[src/rtl/mul_seq_ctrl_pkg.sv]
// -----------------------------------------------------------------------------
// cpu_pkg
// Definitions shared by the multiply sequencer, the hazard unit and the
// testbench.
//   mul_state_t : sequencer FSM state encoding (IDLE, RUN, DONE)
//   MUL_DATA_W  : default operand width of the core
//   MUL_LAT     : issue-to-result latency in cycles at the default width
//   mul_lat()   : the same latency for any other operand width
// -----------------------------------------------------------------------------
package cpu_pkg;

    typedef enum logic [1:0] {
        IDLE = 2'd0,
        RUN  = 2'd1,
        DONE = 2'd2
    } mul_state_t;

    localparam int MUL_DATA_W = 64;

    // One launch cycle plus one shift-add step per operand bit.
    localparam int MUL_LAT = MUL_DATA_W + 1;

    function automatic int mul_lat(input int data_w);
        return data_w + 1;
    endfunction

endpackage

[src/rtl/mul_seq_ctrl_if.sv]
// -----------------------------------------------------------------------------
// mul_seq_ctrl_if
// EX-stage to multiply-sequencer bundle.
//   master (EX stage)  : drives enable, start, flush, op_a, op_b;
//                        receives stall, done, result
//   slave (sequencer)  : the mirror image
// -----------------------------------------------------------------------------
interface mul_seq_ctrl_if #(
    parameter int DATA_W = 64
);

    logic              enable;
    logic              start;
    logic              flush;
    logic [DATA_W-1:0] op_a;
    logic [DATA_W-1:0] op_b;
    logic              stall;
    logic              done;
    logic [DATA_W-1:0] result;

    modport master (
        output enable, start, flush, op_a, op_b,
        input  stall, done, result
    );

    modport slave (
        input  enable, start, flush, op_a, op_b,
        output stall, done, result
    );

endinterface

[src/rtl/mul_seq_ctrl_dp.sv]
// -----------------------------------------------------------------------------
// mul_shift_add_dp
// Radix-2 shift-add datapath: multiplicand, multiplier and accumulator
// registers plus the adder.
//   clk, arst_n : clock and asynchronous active-low reset
//   load        : capture op_a/op_b and clear the accumulator
//   step        : perform one shift-add iteration
//   op_a, op_b  : operands, sampled only when load is high
//   acc         : accumulator value including the partial product of the
//                 current step, so the controller can capture the final
//                 product on the same edge as the last step
// -----------------------------------------------------------------------------
module mul_shift_add_dp #(
    parameter int DATA_W = 64
) (
    input  logic              clk,
    input  logic              arst_n,
    input  logic              load,
    input  logic              step,
    input  logic [DATA_W-1:0] op_a,
    input  logic [DATA_W-1:0] op_b,
    output logic [DATA_W-1:0] acc
);

    logic [DATA_W-1:0] mcand;
    logic [DATA_W-1:0] mplr;
    logic [DATA_W-1:0] acc_q;

    // Look-ahead sum; the add wraps naturally at DATA_W bits, which is
    // exactly the low half of the product.
    assign acc = acc_q + (mplr[0] ? mcand : '0);

    // Registers only move on load or step, so holding both low freezes the
    // datapath (used for enable low and for the idle/done states).
    always_ff @(posedge clk or negedge arst_n) begin
        if (!arst_n) begin
            mcand <= '0;
            mplr  <= '0;
            acc_q <= '0;
        end else if (load) begin
            mcand <= op_a;
            mplr  <= op_b;
            acc_q <= '0;
        end else if (step) begin
            acc_q <= acc;
            mcand <= mcand << 1;
            mplr  <= mplr >> 1;
        end
    end

endmodule

[src/rtl/mul_seq_ctrl.sv]
// -----------------------------------------------------------------------------
// mul_seq_ctrl
// Multi-cycle multiply sequencer beside the EX-stage ALU. Runs DATA_W
// shift-add steps and stalls the front of the pipeline until the low DATA_W
// bits of op_a*op_b are available.
//   clk, arst_n : clock and asynchronous active-low reset
//   bus (slave) : enable, start, flush, op_a, op_b in;
//                 stall (combinational), done and result (registered) out
// -----------------------------------------------------------------------------
module mul_seq_ctrl
    import cpu_pkg::*;
#(
    parameter int DATA_W = 64
) (
    input  logic           clk,
    input  logic           arst_n,
    mul_seq_ctrl_if.slave  bus
);

    localparam int              CNT_W    = $clog2(DATA_W);
    localparam logic [CNT_W-1:0] CNT_LAST = CNT_W'(DATA_W - 1);

    mul_state_t        state;
    logic [CNT_W-1:0]  cnt;
    logic              done_q;
    logic [DATA_W-1:0] result_q;
    logic              launch;
    logic              step;
    logic [DATA_W-1:0] acc;

    // Flush squashes both a launch and any further iteration; enable low
    // blocks every datapath update.
    assign launch = bus.enable && (state == IDLE) && bus.start && !bus.flush;
    assign step   = bus.enable && (state == RUN) && !bus.flush;

    // Stall covers the launch cycle and every RUN cycle but drops in DONE so
    // the MUL leaves EX on the DONE edge. Forced low during reset.
    assign bus.stall = arst_n && bus.enable &&
                       (((state == IDLE) && bus.start && !bus.flush) ||
                        (state == RUN));

    assign bus.done   = done_q;
    assign bus.result = result_q;

    mul_shift_add_dp #(
        .DATA_W (DATA_W)
    ) u_dp (
        .clk    (clk),
        .arst_n (arst_n),
        .load   (launch),
        .step   (step),
        .op_a   (bus.op_a),
        .op_b   (bus.op_b),
        .acc    (acc)
    );

    // Sequencer FSM with step counter and registered outputs. The final
    // result is taken from the datapath look-ahead so it includes the last
    // step's add. done is a one-cycle pulse covering the DONE state.
    always_ff @(posedge clk or negedge arst_n) begin
        if (!arst_n) begin
            state    <= IDLE;
            cnt      <= '0;
            done_q   <= 1'b0;
            result_q <= '0;
        end else if (bus.enable) begin
            done_q <= 1'b0;
            if (bus.flush) begin
                state <= IDLE;
                cnt   <= '0;
            end else begin
                case (state)
                    IDLE: begin
                        if (bus.start) begin
                            state <= RUN;
                            cnt   <= '0;
                        end
                    end
                    RUN: begin
                        cnt <= cnt + 1'b1;
                        if (cnt == CNT_LAST) begin
                            result_q <= acc;
                            done_q   <= 1'b1;
                            state    <= DONE;
                        end
                    end
                    DONE: begin
                        state <= IDLE;
                    end
                    default: begin
                        state <= IDLE;
                    end
                endcase
            end
        end
    end

endmodule
[src/flat_wrapper.sv]
// flat-port wrapper written by rule: the top's interface ports become plain ports
module mul_seq_ctrl_flat import cpu_pkg::*;
#(
    parameter int DATA_W = 64
)
  (clk, arst_n, bus_enable, bus_start, bus_flush, bus_op_a, bus_op_b, bus_stall, bus_done, bus_result);
  mul_seq_ctrl_if #(.DATA_W(DATA_W)) bus_i ();
  input  logic clk;
  input  logic arst_n;
  input wire logic [$bits(bus_i.enable)-1:0] bus_enable;
  input wire logic [$bits(bus_i.start)-1:0] bus_start;
  input wire logic [$bits(bus_i.flush)-1:0] bus_flush;
  input wire logic [$bits(bus_i.op_a)-1:0] bus_op_a;
  input wire logic [$bits(bus_i.op_b)-1:0] bus_op_b;
  output wire logic [$bits(bus_i.stall)-1:0] bus_stall;
  output wire logic [$bits(bus_i.done)-1:0] bus_done;
  output wire logic [$bits(bus_i.result)-1:0] bus_result;
  assign bus_i.enable = bus_enable;
  assign bus_i.start = bus_start;
  assign bus_i.flush = bus_flush;
  assign bus_i.op_a = bus_op_a;
  assign bus_i.op_b = bus_op_b;
  assign bus_stall = bus_i.stall;
  assign bus_done = bus_i.done;
  assign bus_result = bus_i.result;
  mul_seq_ctrl #(.DATA_W(DATA_W)) u_core (.clk(clk), .arst_n(arst_n), .bus(bus_i));
endmodule
[config.mk]
export PLATFORM = sky130hd
export DESIGN_NAME = mul_seq_ctrl_flat
export DESIGN_NICKNAME = d
export VERILOG_FILES = /design/src/rtl/mul_seq_ctrl_pkg.sv /design/src/rtl/mul_seq_ctrl_if.sv /design/src/rtl/mul_seq_ctrl_dp.sv /design/src/rtl/mul_seq_ctrl.sv /design/src/flat_wrapper.sv
export SDC_FILE = /design/constraint.sdc
export NUM_CORES = 1
export LEC_CHECK = 0
export CAP_MARGIN = 10
export CELL_PAD_IN_SITES_DETAIL_PLACEMENT = 1
export CELL_PAD_IN_SITES_GLOBAL_PLACEMENT = 1
export CORE_AREA = 2 2 206 208
export DETAILED_ROUTE_END_ITERATION = 6
export DIE_AREA = 0 0 208 210
export DONT_BUFFER_PORTS = 1
export MAX_ROUTING_LAYER = met4
export PLACE_DENSITY_LB_ADDON = 0.1
export SLEW_MARGIN = 20
export SYNTH_ARGS = -nofsm -noshare
export SYNTH_HDL_FRONTEND = slang
export SYNTH_SLANG_ARGS = --single-unit
[constraint.sdc]
create_clock -name clk -period 10.1 [get_ports clk]
set_clock_uncertainty 0.2 [all_clocks]
set_input_delay 2.02 -clock clk [delete_from_list [all_inputs] [get_ports clk]]
set_output_delay 2.02 -clock clk [all_outputs]
set_load 0.02 [all_outputs]
==> metrics.md, run 1 <==
| Metric | Value |
|---|---|
| Outcome | `finished, final reports clean` |
| Crit path DAT | `about 3.0 ns` |
| GRT Total Usage | `0.2378` |
| CP delay by family, top | `simple AND/OR/NAND/NOR gates` |
| H-tree levels | `2` |
| Top Ports | `about 200` |
| First-pass GRT wire length | `between 80 and 90 mm` |
| Root buffer cell | `clkbuf_16` |
| Cell count after synthesis | `~1800` |
| Antenna Violating Nets Remaining | `0` |
| CP required | `a little under 8 ns` |
| Leading post-synthesis cells by cell area | `dfrtp_1, nand2_1, a22oi_1` |
| Worst slew margin | `0.2867` |
| Largest net degree at the start of global routing | `around 270` |
| CTS tree | `yes` |
| Crit path buffers/inverters | `1` |
| EDFF count, synth | `0` |
| CORE AREA | `a little over 40000 µm²` |
| RR Endpoint | `u_core.u_dp.acc_q[46]` |
| WHS Endpoint | `u_core.u_dp.mplr[5]` |
| FF-to-FF path depth | `11` |
| Critical path cell sequence | `inv_1 -> nor4b_1` |
| Grt total ovfl | `0` |
| Critical Path Source | `bus_enable` |
| Post-route DRC violation count | `0` |
| Syn_area_per_cell | `8.722 µm²` |
| Via count | `13320` |
| Internal cell power | `2570 µW` |
| Total Power | `4075 µW` |
| Critical path class | `input port to output pin` |
| Power Density | `~240 nW/µm²` |
| CTS resizes | `0` |
| Worst reg2reg setup slack | `5.42 ns` |
| CP Max Fanout | `7` |
| Final HPWL DP | `approximately 34 mm` |
| Clk_lat worst skew | `0.55 ns` |
| Crit path largest cell delay | `~0.86 ns` |
| Yosys cell types | `between 60 and 70` |
| Cell taking the most area after synthesis | `dfrtp_1` |
| CTS Buffer Depth | `3` |
| Row cnt | `between 70 and 80` |
| Worst hold path type | `flip-flop to flip-flop` |
| Die Y-Extent | `between 200 and 250 µm` |
| Top FF cell, synth | `dfrtp_1` |
| Clk sinks | `265` |
| Setup Fix Bufs, Post-CTS | `0` |
| RSZ-0062 raised after global routing | `false` |
| Die Area | `about 44000 µm²` |
| Max Freq | `0.1915 GHz` |
| Yosys warnings | `0` |
| Max Cap Viol | `0` |
| Top-area cell type share of the netlist area | `0.4276` |
| First DRT Iteration DRCs | `around 700` |
| I/O Buffers | `0` |
| Final Wtd Congestion | `around 0.86` |
| Vias/cell | `just under 6` |
| Cts hold-fix bufs | `0` |
| Hold depth | `2` |
| DR pass1 iterations | `5` |
| Drt wl/cell | `between 20 and 25 µm` |
| Register area share after synthesis | `0.4276` |
| Final period util | `0.5171` |
| Final setup TNS | `0 ns` |
| Layout Nets | `about 1900` |
| Routed wire length | `slightly above 50 mm` |
| Clock group share of total power | `0.307` |
| Sequential share of power | `0.393` |
| Switching Share | `0.3695` |
| #FFs+latches synth | `265` |
| Startpoint Class | `input port` |
| Switch Pwr | `~1500 µW` |
| Worst Hold Launch | `u_core.u_dp.mplr[5]` |
| Number of global-route vias before repair | `14090` |
| Top-count cell post-synth | `nand2_1` |
| Fin. Hold Viols | `0` |
| Initial Util | `0.3739` |
| Slew @ Worst Pin | `approximately 1.1 ns` |
| Synthesis-to-finish area growth | `9.827%` |
| Asr flop ratio synth | `1.000` |
| Mapped cell area | `15510 µm²` |
| Crit-path slowest cell | `nor4b_1` |
| Peak supply drop | `roughly 0.00013 V` |
| Setup violators final | `0` |
| TritonCTS Buffers | `35` |
| Clock-pin slew on the worst setup and hold paths | `~0.05 ns` |
| Layout cells sized above 1 | `0.06437` |
| Most frequent cells after synthesis | `nand2_1, dfrtp_1, a22oi_1, clkbuf_1, a21oi_1` |
| Initial antenna violation count | `1` |
| Post-Synthesis Net Count | `between 1500 and 2000` |
| Fin crit period | `~5.2 ns` |
| Leak Pwr | `between 0.008 and 0.009 µW` |
| Reg2reg start | `u_core.u_dp.mplr[0]` |
| Fillers | `approximately 4800` |
| Die width | `roughly 210 µm` |
| Combinational group share of total power | `0.300` |
| Crit path capture type | `output pin` |
| Final number of max-transition violations | `0` |
## cell families after synthesis
| family | count (synthesis) | synth area share |
|---|---|---|
| AND/OR/NAND/NOR | 730 | 0.2111 |
| AO/OA/AOI/OAI | 516 | 0.2351 |
| flip-flops | 265 | 0.4276 |
| buffers and inverters | 137 | 0.03316 |
| adder cells (fa/ha/maj) | 65 | 0.05293 |
| XOR/XNOR | 39 | 0.02203 |
| multiplexers | 26 | 0.01799 |
## registers in the layout, indices dropped and copies added, names as in the netlist
name               count
u_core.u_dp.mplr      64
u_core.state           2
u_core.bus.done        1
u_core.u_dp.mcand     64
u_core.bus.result     64
u_core.u_dp.acc_q     64
u_core.cnt             6
## final cells by class
class / count / area, µm² / share of cell area
Inverter: 23 / 86.33 / 0.005069
Antenna cell: 1 / 2.502 / 0.0001469
Multi-Input combinational cell: 1376 / 8391 / 0.4927
Tap cell: 539 / 674.4 / 0.03960
Sequential cell: 265 / 6633 / 0.3894
Timing Repair Buffer: 12 / 102.6 / 0.006024
Clock inverter: 13 / 136.4 / 0.008008
Clock buffer: 51 / 1006 / 0.05907
## placed cells by master, fill, tap and decap left out, types with 8 or more instances in the layout
cell,netlist,routed
a21o_1,28,28
a31o_2,9,9
o211ai_1,9,9
a211oi_1,11,11
mux2i_1,11,11
nand2_1,428,427
a22oi_1,118,118
or3_1,19,19
inv_1,23,23
o21ai_0,73,73
a21oi_1,96,96
and2_1,75,75
nor3_1,37,36
xnor2_1,20,20
dfrtp_1,265,264
xor2_1,19,19
o21a_1,13,13
mux2_2,15,15
ha_1,64,64
nand4_1,37,37
clkbuf_16,0,35
nor2_1,56,54
a22o_1,43,43
clkbuf_1,109,9
a32o_1,8,8
o21bai_1,19,19
and3_1,16,16
buf_4,0,11
o31ai_1,22,22
nand3_1,42,42
## power groups by stage
stage | combinational, µW | sequential [µW] | clock [µW]
2_1_floorplan | 955 | 1520 | 0
4_1_cts | 1240 | 1600 | 1300
3_5_place_dp | 1230 | 1610 | 0
3_3_place_gp | 1190 | 1600 | 0
5_1_grt | 1390 | 1650 | 1330
6_report | 1220 | 1600 | 1250
## how the worst max path moves through the flow
stage,depth (start not counted),slack (ns),end
6_report,2,4.88,bus_stall
3_5_place_dp,2,4.88,bus_stall
3_3_place_gp,2,4.89,bus_stall
2_1_floorplan,3,4.98,bus_stall
5_1_grt,2,4.83,bus_stall
4_1_cts,2,4.88,bus_stall
## per-stage QoR
stage / hold slack (ns) / utilization / instances / cell area [µm²] / worst slack [ns]
after floorplan: 0.2452 / - / 1778 / 15510 / 4.983
after global placement: 0.2576 / 0.3830 / 2215 / 15890 / 4.894
after detailed placement: 0.2636 / 0.3830 / 2215 / 15890 / 4.882
after CTS: 0.2782 / 0.4106 / 2279 / 17030 / 4.879
after global routing: 0.2976 / 0.4106 / 2280 / 17030 / 4.832
final: 0.2758 / 0.4106 / 2280 / 17030 / 4.877
## routing by layer
layer,GRT usage,up-vias,routed length [µm]
li1,-,6297,-
met1,0.3045,6692,22790
met2,0.3711,256,23170
met3,0.05647,77,2983
met4,0.08022,0,1482
met5,-,-,0
Power figures use the tool's default switching activity.
==> inputs of run 2 (changes only) <==
Settings changed: ABC_AREA set to 1, CORE_AREA 2 2 206 208 to 2 2 214 216, DIE_AREA 0 0 208 210 to 0 0 216 218.
Clock period 10.1 ns to 5.5 ns, I/O delays scaled along.
==> metrics.md, run 2 <==
| Metric | Value |
|---|---|
| Outcome | `finished, final reports clean` |
| Clock group share of total power | `0.329 (+0.022)` |
| Yosys warnings | `0 (unchanged)` |
| Reg2reg start | `u_core.u_dp.mplr[0]` |
| Total Power | `7187 µW (+76%)` |
| Leading post-synthesis cells by cell area | `dfrtp_1, nand2_1, inv_1` |
| Critical Path Source | `u_core.u_dp.mplr[0]` |
| Post-route DRC violation count | `0 (unchanged)` |
| Sequential share of power | `0.386 (-0.007)` |
| Most frequent cells after synthesis | `nand2_1, inv_1, dfrtp_1, nand3_1, nor2_1` |
| Fin. Hold Viols | `0 (unchanged)` |
| CP required | `5.74 ns (-2.14 ns)` |
| Crit path DAT | `3.74 ns (+0.74 ns)` |
| #FFs+latches synth | `265 (unchanged)` |
| Top-count cell post-synth | `nand2_1` |
| Drt wl/cell | `19.15 µm (-13%)` |
| Via count | `15510 (+16%)` |
| CTS Buffer Depth | `3 (unchanged)` |
| Clk_lat worst skew | `0.56 ns (about the same)` |
| Asr flop ratio synth | `1.000 (unchanged)` |
| Leak Pwr | `0.01059 µW (+30%)` |
| Die Area | `47090 µm² (+7.8%)` |
| Setup violators final | `0 (unchanged)` |
| Fin crit period | `about 3.5 ns` |
| Switch Pwr | `2631 µW (+75%)` |
| Synthesis-to-finish area growth | `10.01%` |
| Layout cells sized above 1 | `0.03658 (-0.02779)` |
| Internal cell power | `4556 µW (+77%)` |
| Row cnt | `78 (+4.0%)` |
| Final setup TNS | `0 ns (unchanged)` |
| Power Density | `388.0 nW/µm² (+62%)` |
| I/O Buffers | `0 (unchanged)` |
| Crit path capture type | `flip-flop` |
| Commonest cells after routing, fill and taps aside | `nand2_1, inv_1, dfrtp_1` |
| Cts hold-fix bufs | `0 (unchanged)` |
| Top-area cell type share of the netlist area | `0.3938 (-0.03381)` |
| EDFF count, synth | `0 (unchanged)` |
| Largest net degree at the start of global routing | `267 (unchanged)` |
| Post-Synthesis Net Count | `2690 (+36%)` |
| DR pass1 iterations | `5 (unchanged)` |
| CTS resizes | `0 (unchanged)` |
| Number of global-route vias before repair | `16140 (+15%)` |
| Final number of max-transition violations | `0 (unchanged)` |
| Peak supply drop | `0.0002383 V (+78%)` |
| Most common cell after layout, fill and taps aside | `nand2_1` |
| Mapped cell area | `16840 µm² (+8.6%)` |
| Slew @ Worst Pin | `1.065 ns (+0.01192 ns)` |
| Final core utilization | `0.4126 (+0.002007)` |
| CORE AREA | `44890 µm² (+8.2%)` |
| Initial antenna violation count | `0 (-1)` |
| First-pass GRT wire length | `92.47 mm (+15%)` |
| Final Wtd Congestion | `0.9442 (+10%)` |
| Placed inst area | `17330 µm² (+9.1%)` |
| Top FF cell, synth | `dfrtp_1` |
| Design area | `18520 µm² (+8.8%)` |
| Routed wire length | `59.13 mm (+17%)` |
| Switching Share | `0.3660 (-0.003451)` |
| CP Max Fanout | `36 (+29)` |
| Cell count after synthesis | `2492 (+40%)` |
| Footprint of the multi-input gates | `8179 µm² (-2.5%)` |
| TritonCTS Buffers | `34 (-2.9%)` |
| Antenna Violating Nets Remaining | `0 (unchanged)` |
| CTS tree | `yes` |
| Die Y-Extent | `218 µm (+3.8%)` |
| Setup Fix Bufs, Post-CTS | `0 (unchanged)` |
| Register area share after synthesis | `0.3938 (-0.03381)` |
| Clk sinks | `265 (unchanged)` |
| Max Freq | `roughly 0.29 GHz` |
| Top Ports | `199 (unchanged)` |
| Critical path class | `flip-flop to flip-flop` |
| Ant diodes | `0 (-1)` |
| GRT Total Usage | `0.2617 (+0.02393)` |
| Worst slew margin | `0.2898 (+0.003156)` |
| H-tree levels | `2 (unchanged)` |
| Max Cap Viol | `0 (unchanged)` |
| Worst hold path type | `input port to asynchronous set/reset pin` |
| Fillers | `5802 (+20%)` |
| Die width | `216 µm (+3.8%)` |
| Grt total ovfl | `0 (unchanged)` |
| Yosys cell types | `40 (-39%)` |
| Root buffer cell | `clkbuf_16` |
| Combinational group share of total power | `0.284 (-0.016)` |
| Layout Nets | `2661 (+39%)` |
| Cell taking the most area after synthesis | `dfrtp_1` |
| Final period util | `0.6371` |
| Final HPWL DP | `45.85 mm (+33%)` |
| Syn_area_per_cell | `6.757 µm² (-23%)` |
| Hold Slack | `0.04261 ns (-0.2332 ns)` |
| RSZ-0062 raised after global routing | `false` |
| Vias/cell | `5.024 (-14%)` |
| Clock-pin slew on the worst setup and hold paths | `0.06 ns (about the same)` |
| Startpoint Class | `flip-flop` |
| First DRT Iteration DRCs | `1010 (+45%)` |
| Sequential cell area | `6633 µm² (unchanged)` |
| Initial Util | `0.3751 (+0.001207)` |
## run 2: final cells by class
type,count,share of cell area
well taps,600,0.04053
multi-input cells,1700,0.4415
flip-flops and latches,265,0.3581
clock inverters,15,0.01216
clock buffers,46,0.05214
repair buffers,9,0.003647
inverters,453,0.09193
## run 2: routing by layer
metal / track usage / routed length (µm) / vias up
met5: - / 0 / -
met4: 0.07968 / 1656 / 0
met3: 0.05202 / 3468 / 73
met2: 0.3864 / 25070 / 314
met1: 0.3622 / 28930 / 7476
li1: - / - / 7650
## run 2: kinds of logic (layout without fill, tap and decap cells)
family	count (synthesis)	count (layout)	synth area share
xor+xnor	30	30	0.01560
compound gates	245	245	0.09615
buf+inv	527	523	0.1212
flops	265	265	0.3938
fa+ha+maj	65	65	0.04874
simple gates	1360	1360	0.3245
## run 2: path summary, 6_finish.rpt
check / end / slack [ns] / depth (start not counted)
min reg2reg: u_core.u_dp.mplr[2] / 0.28 / 2
max: u_core.u_dp.acc_q[58] / 2.00 / 16
min: u_core.bus.result[25] / 0.04 / 0
max in group asynchronous: u_core.u_dp.acc_q[42] / 4.45 / 0
max reg2reg: u_core.u_dp.acc_q[58] / 2.00 / 16
min in group clk: u_core.u_dp.mplr[2] / 0.28 / 2
## run 2: critical path: stages, from the launching register on
cell and delay [ns]:
dfrtp_2 0.65, buf_4 0.46, nand2_1 0.10, inv_1 0.16, ha_1 0.31, nand2_1 0.13, inv_1 0.06, nand2_1 0.12
inv_1 0.05, nand2_1 0.06, nand2_1 0.08, nand2_1 0.12, nand2_1 0.10, a21oi_1 0.39, nand3_1 0.20, nand3_1 0.13
nand2_1 0.07
## run 2: power by group through the flow
| stage | Clock (µW) | Combinational, µW | Sequential, µW |
|---|---|---|---|
| 6_report | 2370 | 2040 | 2770 |
| 5_1_grt | 2500 | 2330 | 2830 |
| 2_1_floorplan | 0 | 1520 | 2650 |
| 3_5_place_dp | 0 | 2040 | 2790 |
| 4_1_cts | 2430 | 2050 | 2770 |
| 3_3_place_gp | 0 | 1960 | 2790 |
## run 2: metrics by stage
stage                     cells  setup slack (ns)
after floorplan            2492             2.536
after global placement     3027             1.971
after detailed placement   3027             1.884
after CTS                  3088             2.043
after global routing       3088             1.704
final                      3088             1.996
==> inputs of run 3 (changes only) <==
Clock period 5.5 ns to 3.4 ns, I/O delays scaled along.
==> metrics.md, run 3 (synthesis gave the netlist of run 2 again) <==
| Metric | Value |
|---|---|
| Final period util | `0.9496 (+0.3125)` |
| Worst hold path type | `input port to asynchronous set/reset pin` |
| Setup WS pre-CTS | `0.2093 ns (-1.674 ns)` |
| Fin crit period | `3.229 ns (-0.2755 ns)` |
| Hold Slack | `-0.4245 ns (-0.4671 ns)` |
| Sequential share of power | `0.381 (-0.005)` |
| Drt wl/cell | `19.60 µm (+2.4%)` |
| Row cnt | `78 (unchanged)` |
| Number of global-route vias before repair | `16450 (+1.9%)` |
| Synthesis-to-finish area growth | `12.48%` |
| DR pass1 iterations | `5 (unchanged)` |
| Peak supply drop | `0.0004513 V (+89%)` |
| First DRT Iteration DRCs | `805 (-20%)` |
| H-tree levels | `1 (-1)` |
| Final number of max-transition violations | `0 (unchanged)` |
| Critical path cell sequence | `nand2_1 -> inv_1 -> ha_1 -> fa_1 -> nand3_1 -> nand3_2 -> nand2_1 -> nand2_1 -> nand3_1 -> nand3_1 -> nand2_1 -> nand3_1 -> nand3_1 -> nand2_1` |
| First-pass GRT wire length | `95.45 mm (+3.2%)` |
| Startpoint Class | `flip-flop` |
| Final setup TNS | `0 ns (unchanged)` |
| GRT Total Usage | `0.2698 (+0.008066)` |
| CTS tree | `yes` |
| CP delay by family, top | `simple AND/OR/NAND/NOR gates` |
| Clk_lat worst skew | `0.60 ns (+0.04 ns)` |
| Antenna Violating Nets Remaining | `0 (unchanged)` |
| Top Ports | `199 (unchanged)` |
| Setup violators final | `0 (unchanged)` |
| Outcome | `finished, violations left` |
| Max Freq | `0.3097 GHz (+8.5%)` |
| Clock-pin slew on the worst setup and hold paths | `0.06 ns (about the same)` |
| Die Area | `47090 µm² (unchanged)` |
| Max Cap Viol | `0 (unchanged)` |
| Initial antenna violation count | `0 (unchanged)` |
| Grt total ovfl | `0 (unchanged)` |
| Final worst slack | `0.1714 ns (-1.824 ns)` |
| Crit path largest cell delay | `0.49 ns (-0.16 ns)` |
| Die Y-Extent | `218 µm (unchanged)` |
| Fin. Hold Viols | `265 (+265)` |
| CP required | `3.68 ns (-2.06 ns)` |
| Ant diodes | `0 (unchanged)` |
| Failing checks | `negative hold slack` |
| Critical path class | `flip-flop to flip-flop` |
| Routed wire length | `61.15 mm (+3.4%)` |
| Die width | `216 µm (unchanged)` |
| Worst slew margin | `0.4380 (+0.1482)` |
| Commonest cells after routing, fill and taps aside | `nand2_1, inv_1, dfrtp_1` |
| Most common cell after layout, fill and taps aside | `nand2_1` |
| Root buffer cell | `clkbuf_16` |
| CORE AREA | `44890 µm² (unchanged)` |
| Crit path capture type | `flip-flop` |
| Switching Share | `0.3628 (-0.003185)` |
| I/O Buffers | `0 (unchanged)` |
| Layout cells sized above 1 | `0.03929 (+0.002710)` |
| Final Wtd Congestion | `0.9160 (-3.0%)` |
| Crit path buffers/inverters | `1 (-3)` |
| Crit-path slowest cell | `fa_1` |
| Clk sinks | `265 (unchanged)` |
| Initial Util | `0.3751 (unchanged)` |
| Via count | `15670 (+1.0%)` |
| CTS Buffer Depth | `3 (unchanged)` |
| TritonCTS Buffers | `31 (-8.8%)` |
| Final HPWL DP | `46.61 mm (+1.7%)` |
| Cts hold-fix bufs | `28 (+28)` |
| Setup Fix Bufs, Post-CTS | `0 (unchanged)` |
| Layout Nets | `2693 (+1.2%)` |
| Clock group share of total power | `0.332 (+0.003)` |
| CP Max Fanout | `5 (-86%)` |
| Switch Pwr | `4331 µW (+65%)` |
| Internal cell power | `7605 µW (+67%)` |
| Power Density | `630.2 nW/µm² (+62%)` |
| RSZ-0062 raised after global routing | `false` |
| Post-route DRC violation count | `0 (unchanged)` |
| Vias/cell | `5.022 (about the same)` |
| Crit path DAT | `3.50 ns (-0.24 ns)` |
| Combinational group share of total power | `0.287 (+0.003)` |
| Largest net degree at the start of global routing | `267 (unchanged)` |
| Slew @ Worst Pin | `0.8430 ns (-0.2223 ns)` |
| Leak Pwr | `0.01077 µW (+1.7%)` |
run 3: final timing paths:
check                      slack (ns)                 start                     to  depth (start not counted)
max in group asynchronous        2.74                arst_n  u_core.u_dp.acc_q[42]                          0
min in group clk                 0.03          bus_op_b[59]   u_core.u_dp.mplr[59]                          2
min reg2reg                      0.28  u_core.u_dp.mplr[42]   u_core.u_dp.mplr[42]                          2
max reg2reg                      0.17   u_core.u_dp.mplr[0]  u_core.bus.result[56]                         14
max                              0.17   u_core.u_dp.mplr[0]  u_core.bus.result[56]                         14
min                             -0.42                arst_n  u_core.bus.result[12]                          0
run 3: area by class of cell:
type                       instances  area [µm²]
multi-input combinational       1700        8182
tap                              600       750.7
sequential                       265        6633
clock inverter                    18       330.3
clock buffer                      40       879.6
fill                            5786       25950
timing repair buffer              44       462.9
inverter                         453        1703
run 3: metal layers:
metal  vias up  share of wire  global-route usage
li1       7715              -                   -
met1      7624           0.50              0.3867
met2       264           0.43              0.4027
met3        66          0.053             0.04561
met4         0          0.019             0.05137
met5         -              0                   -
run 3: power groups by stage:
stage / Clock, µW / Combinational (µW) / Sequential [µW]
after floorplan: 0 / 2460 / 4290
after global placement: 0 / 3280 / 4560
after detailed placement: 0 / 3380 / 4570
after CTS: 4060 / 3440 / 4530
after global routing: 4180 / 3900 / 4630
final: 3960 / 3420 / 4550
run 3: what timing repair did:
action,in CTS,in global routing
resized for setup,0,1
setup endpoints to repair,0,2
hold endpoints to repair,293,265
run 3: metrics by stage:
stage	hold WS, ns	utilization	cell area (µm²)	power (µW)	instances
after CTS	-0.4535	0.4219	18940	12030	3120
after global placement	0.1949	0.3887	17450	7832	3034
after detailed placement	0.1954	0.3887	17450	7952	3034
after global routing	-0.4558	0.4219	18940	12710	3120
final	-0.4245	0.4219	18940	11940	3120
after floorplan	0.1844	-	16840	6750	2492
